<file path="src/rtl/connect6_line_scanner.sv">
// connect6_line_scanner: scores every 6-cell window of a streamed Connect6 line and flags six-in-a-row.
// Optional opp_score accumulator is enabled by defining LINE_SCAN_OPP_SCORE_EN.
module connect6_line_scanner #(
   parameter int LINE_LEN = 19,
   parameter int SCORE_W  = 16
) (
   input  logic               clk,
   input  logic               rst,
   input  logic               start,
   input  logic               cell_valid,
   input  logic               cell_own,
   input  logic               cell_opp,
   output logic               cell_ready,
   output logic               busy,
   output logic               done,
   output logic [SCORE_W-1:0] score,
   output logic               win
`ifdef LINE_SCAN_OPP_SCORE_EN
   ,
   output logic [SCORE_W-1:0] opp_score
`endif
);
   typedef enum logic [1:0] {IDLE, LOAD, DONE} state_t;
   localparam int AW = (SCORE_W > 11 ? SCORE_W : 11) + 1;
   state_t state, state_nx;
   logic [4:0] own_sr, opp_sr;
   logic [5:0] cnt;
   logic own_in, go, acc, closes;
   logic [2:0] n, m;
   function automatic logic [10:0] weight(input logic [2:0] c);
      return c == 3'd0 ? 11'd0 : 11'd1 << {c - 3'd1, 1'b0};
   endfunction
   // the sum is formed one bit wider than either operand so overflow is visible before clamping
   function automatic logic [SCORE_W-1:0] sat_add(input logic [SCORE_W-1:0] a, input logic [10:0] w);
      logic [AW-1:0] s;
      s = AW'(a) + AW'(w);
      return s > AW'({SCORE_W{1'b1}}) ? {SCORE_W{1'b1}} : s[SCORE_W-1:0];
   endfunction
   always_comb begin
      cell_ready = state == LOAD;
      busy       = state == LOAD;
      done       = state == DONE;
      go         = start && state != LOAD;
      acc        = cell_valid && state == LOAD;
      own_in     = cell_own && !cell_opp;
      n          = 3'($countones({own_sr, own_in}));
      m          = 3'($countones({opp_sr, cell_opp}));
      closes     = acc && cnt >= 6'd5;
      state_nx   = go ? LOAD :
                   state == DONE ? IDLE :
                   (acc && cnt == 6'(LINE_LEN - 1)) ? DONE : state;
   end
   always_ff @(posedge clk or posedge rst) begin
      if (rst) begin
         state  <= IDLE;
         own_sr <= '0;
         opp_sr <= '0;
         cnt    <= '0;
         score  <= '0;
         win    <= 1'b0;
      end else begin
         state <= state_nx;
         if (go) begin
            own_sr <= '0;
            opp_sr <= '0;
            cnt    <= '0;
            score  <= '0;
            win    <= 1'b0;
         end else if (acc) begin
            own_sr <= {own_sr[3:0], own_in};
            opp_sr <= {opp_sr[3:0], cell_opp};
            cnt    <= cnt + 6'd1;
            if (closes && m == 3'd0) score <= sat_add(score, weight(n));
            if (closes && m == 3'd0 && n == 3'd6) win <= 1'b1;
         end
      end
   end
`ifdef LINE_SCAN_OPP_SCORE_EN
   always_ff @(posedge clk or posedge rst) begin
      if (rst) opp_score <= '0;
      else if (go) opp_score <= '0;
      else if (closes && n == 3'd0) opp_score <= sat_add(opp_score, weight(m));
   end
`endif
endmodule
</file>
<file path="config.mk">
export PLATFORM = sky130hd
export DESIGN_NAME = connect6_line_scanner
export DESIGN_NICKNAME = d
export VERILOG_FILES = /design/src/rtl/connect6_line_scanner.sv
export SDC_FILE = /design/constraint.sdc
export NUM_CORES = 1
export LEC_CHECK = 0
export CAP_MARGIN = 15
export CORE_MARGIN = 5
export CORE_UTILIZATION = 44
export CTS_CLUSTER_SIZE = 30
export DETAILED_ROUTE_END_ITERATION = 10
export PLACE_DENSITY = 0.68
export SYNTH_ARGS = -nofsm -noshare
export SYNTH_HDL_FRONTEND = slang
export SYNTH_SLANG_ARGS = --single-unit
export TNS_END_PERCENT = 50
</file>
<file path="constraint.sdc">
create_clock -name clk -period 4.1 [get_ports clk]
set_clock_uncertainty 0.1 [all_clocks]
set_input_delay 0.82 -clock clk [delete_from_list [all_inputs] [get_ports clk]]
set_output_delay 0.82 -clock clk [all_outputs]
set_load 0.01 [all_outputs]
</file>
Word-level counts from Yosys, hierarchy flattened. Cells that the tools add are included.

Register bits after elaboration: 35. Input port bits: 6. Output and inout port bits: 20.

Add/subtract/negate cells: 13. Magnitude comparators: 2. Equality and inequality tests: 5. Shift operators: 1. Mux-type cells: 17. Reductions and logical operators: 16.

Operators with widths (number): $mux W16 (4); $mux W5 (4); $add A16 B11 Y17 (1); $gt A17 B16 Y1 const B (1); $add A1 B1 Y2 (6); $mux W6 (2); $mux W11 (1); $shl A1 B4 Y11 const A (1); $logic_and A1 B1 Y1 (7); $add A2 B2 Y3 (2); $add A3 B2 Y3 (2); $add A6 B1 Y6 const B (1); $eq A6 B5 Y1 const B (1); $ge A6 B3 Y1 const B (1); $logic_not A3 Y1 (2); $mux W2 (3); $reduce_bool A2 Y1 (3); $reduce_and A2 Y1 (2); $eq A3 B3 Y1 const B (1); $mux W1 (3); $reduce_bool A3 Y1 (1); $sub A3 B1 Y3 const B (1); $eq A2 B1 Y1 const B (1); $eq A2 B2 Y1 const B (1); other kinds (2) (2).

Logic depth before layout (Yosys ltp).
Depth after elaboration: 14. Depth in mapped cells: 18.

Worst setup path after synthesis. No wires, ideal clock.

Path type: input -> register. Start point: input port cell_opp. End point: register score[3]. Library setup time: 0.122 ns. Arrival: 4.326 ns. Data required time: 3.878 ns. Slack: -0.448 ns. Stages on the path: 17. Path buffers: 1. Cells stage by stage: nand2b_1 fa_1 inv_1 ha_1 fa_1 nor2_1 ha_1 nand2_1 nor3_1 ha_1 ha_1 a211oi_4 nor4_4 o311ai_4 buf_6 nand2_2 a32o_1.

Word-level cells in the longest chain between the ends: 14. Elaborated cells between the ends (all ways): 22.

RTL lines: start: declaration (line 12) `input logic cell_opp,`; $logic_not A1 Y1 (line 45) `own_in = cell_own && !cell_opp;`; $logic_and A1 B1 Y1 (line 45); $add A1 B1 Y2 (implied by the code) (line 46) `n = 3'($countones({own_sr, own_in}));`; $add A2 B2 Y3 (implied by the code) (line 46); $add A3 B2 Y3 (implied by the code) (line 46); $sub A3 B1 Y3 (line 31) `return c == 3'd0 ? 11'd0 : 11'd1 << {c - 3'd1, 1'b0};`; $shl A1 B4 Y11 (line 31); $mux W11 (line 31); $add A16 B11 Y17 (line 36) `s = AW'(a) + AW'(w);`; $gt A17 B16 Y1 (line 37) `return s > AW'({SCORE_W{1'b1}}) ? {SCORE_W{1'b1}} : s[SCORE_W-1:0];`; $mux W16 (line 37); $mux W16 (line 73) `if (closes && m == 3'd0) score <= sat_add(score, weight(n));`; $mux W16 (line 69) `end else if (acc) begin`; $mux W16 (line 63) `if (go) begin`; end signal: assignment (line 73); end: declaration (line 16) `output logic [SCORE_W-1:0] score,`.

Parallel ways exist; a longest one is shown, timed or not. The select of a mux whose other input is x is not followed. A chain may end at the register's enable or synchronous reset.

Final worst setup path.
Start point: register own_sr[3]. End point: register score[10].

Word-level cells in the longest chain between the ends: 11. Elaborated cells between the ends (all ways): 12.

RTL lines: start: declaration (line 26) `logic [4:0] own_sr, opp_sr;`; start signal: assignment (line 70) `own_sr <= {own_sr[3:0], own_in};`; $add A1 B1 Y2 (implied by the code) (*) (line 46); $add A3 B2 Y3 (implied by the code) (*) (line 46); $sub A3 B1 Y3 (line 31); $shl A1 B4 Y11 (line 31); $mux W11 (*) (line 31); $add A16 B11 Y17 (*) (line 36); $gt A17 B16 Y1 (line 37); $mux W16 (*) (line 37); $mux W16 (*) (line 73); $mux W16 (*) (line 69); $mux W16 (*) (line 63).

Mark *: on every way between the ends. The rest lies on a longest branch, timed or not. The select of a mux whose other input is x is not followed.

==> impl_metrics.toml <==
[status]
outcome = "finished, violations left"
violations = "setup timing"

[sta]
worst_pin_slew_ns = 0.790
setup_slack_ns = -0.407
final_hold_viol_count = 0
setup_tns_ns = -4.84
report.final.slew_viol_count = 0
max_freq_mhz = 222
rsz0062_at_grt = "true"
finalCriticalPeriod_ns = 4.51
finalCritPeriodShare = 1.10
slew_headroom = 0.471
finalSetupViolCount = 16

[critical_path]
crit_slowest_cell = "fa_2"
worstPathCellList = "inv_2, fa_1, fa_1, inv_1, ha_2, fa_2, nor2_2, ha_4, nand2b_4, nor3_1, ha_1, nand4_1, nor4_4, o311ai_4, buf_4, buf_6, a31oi_1, a31o_1"
critPathBufInv = 4
critical_path.top_delay_family = "adder cells"
rr_worst_depth = 18
worstSetupPathType = "reg2reg"
cpPeakStageDelay_ns = 0.56
cp_max_fo = 4
crit_path_end_kind = "flop"
timing.critical_path.mode_cell = "fa_1"
r2r_slack_ns = -0.41
r2r-start = "own_sr[3]"
crit_path_start_kind = "flop"
reg2reg_to = "score[10]"
cp.arrival_ns = 4.60
path_depth = 18
critPathRequiredTime_ns = 4.19

[die]
core_area_um2 = 5070
die_x_um = 82.0
row_count = 26
die-area_um2 = 6720
initial_utilization = 0.449
die_h_um = 82.0
num_io_pins = 26

[yosys]
ys_ff_latch = 35
synth_area_leaders = "dfrtp_1 (38%), ha_1 (7.7%), fa_1 (5.3%), nand2_1 (4.0%), inv_1 (3.3%)"
synth_top_area_cell = "dfrtp_1"
synth_edf_count = 0
synth_nets = 262
ys_warn_count = 0
synthCells = 236
synth.avg_cell_area_um2 = 9.66
synth.top_cell.area_share = 0.384
synthesis.area_um2 = 2280
async_flop_share = 1.00
ys.flop_type = "dfrtp_1"
synth_cell_types = 55
ys_seq_area_frac = 0.384

[cells_and_area]
utilization = 0.646
layout.nets = 331
layout-drive-gt1-share = 0.340
regArea_um2 = 876
area_growth_pct = 43.9
most-common-layout-cells = "buf_4 (41), dfrtp_1 (35), clkdlybuf4s50_1 (23)"
instances_no_fill = 376
design_area_um2 = 3280
multi_input_area_um2 = 1530
fillerInstances = 396
final_common_cell = "buf_4"
diodes = 0

[global_routing]
grt_overflow_total = 0
grt_pass1_vias = 1996
grt_max_degree = 19
antenna_found_initial = 0
track_usage = 0.183
grt_pass1_wl_mm = 9.35

[hold_path]
hold-path-cell-count = 2
min_path_type = "reg2reg"
hold_start = "own_sr[1]"
hold_end = "own_sr[1]"

[clock_tree]
clk_pin_slew_worst_paths_ns = 0.08
cts_tree = "yes"
clockRootBuffer = "clkbuf_8"
clk_latency_ns = 0.30
cts_buffer_depth = 2
clock-sinks = 35
htreeDepth = 2
cts_made_buffers = 5

[routing]
drt_pass1_iterations = 4
wl_per_cell_um = 15.6
dr.first_iter.drc_count = 99
drc = 0
drt_wl_total_mm = 5.87
vias = 2042
via_per_inst = 5.43
ant_nets = 0

[power]
power.density_nw_per_um2 = 535
ir_worst_vdd_uv = 377
p_total_uw = 1750
p_leak_uw = 0.00140

[job]
drv_cap = 0

[place]
dp_cells = 357
placed_cell_area_um2 = 2900
gp_congestion = 0.801
port_buffers = 25
dp_hpwl_mm = 3.97
-- state kept, by name, summed over array words and instances, names as in the netlist --
signal	cells
score	16
cnt	6
opp_sr	5
own_sr	5
state	2
win	1
-- worst max-delay path by stage --
stage / endpoint / start
after floorplan: score[3] / cell_opp
final: score[10] / own_sr[3]
after detailed placement: score[9] / cell_own
after global placement: score[9] / cell_own
after CTS: score[14] / own_sr[0]
after global routing: score[10] / own_sr[3]
-- cells in the mapped netlist, drive strengths merged, types with 3 or more instances --
library cell  number
and4               4
a211oi             4
inv               20
fa                 6
a31oi              8
a21oi             13
nand2             25
ha                14
nand4              4
nor3               7
nor2              11
xor2               4
or2                3
o21ai             17
nand3              3
o21a               3
buf                6
a22o               6
clkbuf             3
dfrtp             35
nand2b             6
-- cell type report --
class                   count  share of cell area
inverters                  20              0.0229
clock buffers               5              0.0210
clock inverters             3             0.00610
well taps                  70              0.0267
flip-flops and latches     35               0.267
multi-input cells         172               0.467
repair buffers             71               0.189
-- stage by stage --
step,hold slack (ns),setup WS (ns)
finish,0.396,-0.407
global route,0.422,-0.556
CTS,0.398,-0.336
detailed placement,0.376,-0.808
global placement,0.365,-0.762
floorplan,0.350,-0.272
-- power by group --
group | switching, µW | total, µW | internal (µW)
Clock | 138 | 257 | 118
Sequential | 78.6 | 486 | 408
Combinational | 490 | 1010 | 522
Total | 707 | 1750 | 1050
-- what timing repair did --
action                     in CTS  in global routing
pin swaps                      19                 12
setup endpoints to repair      16                 16
hold buffers                    0                  0
setup buffers                   8                  3
gates resized for setup        21                 25
-- logic make-up (layout without fill, tap and decap cells) --
kind of cell | Yosys count | count (layout) | share of synthesized area
adders and majority gates | 20 | 20 | 0.130
buffers and inverters | 29 | 99 | 0.0549
AOI/OAI and AO/OA | 70 | 70 | 0.226
xor gates and xnor gates | 6 | 6 | 0.0231
DFF | 35 | 35 | 0.384
and+or+nand+nor | 76 | 76 | 0.183
-- routing by layer --
metal	share of wire	vias to the layer above	track usage
met4	0.016	0	0.0548
met5	0	-	0
li1	-	987	-
met3	0.039	10	0.0395
met1	0.45	1010	0.237
met2	0.49	35	0.304
-- tightest hold or removal path: cells and delay by family, from the launching register on --
family | cells | cell delay [ns]
compound gates | 1 | 0.06
flops | 1 | 0.35
simple gates | 1 | 0.05
No activity file was read; power rests on OpenSTA's default activity.
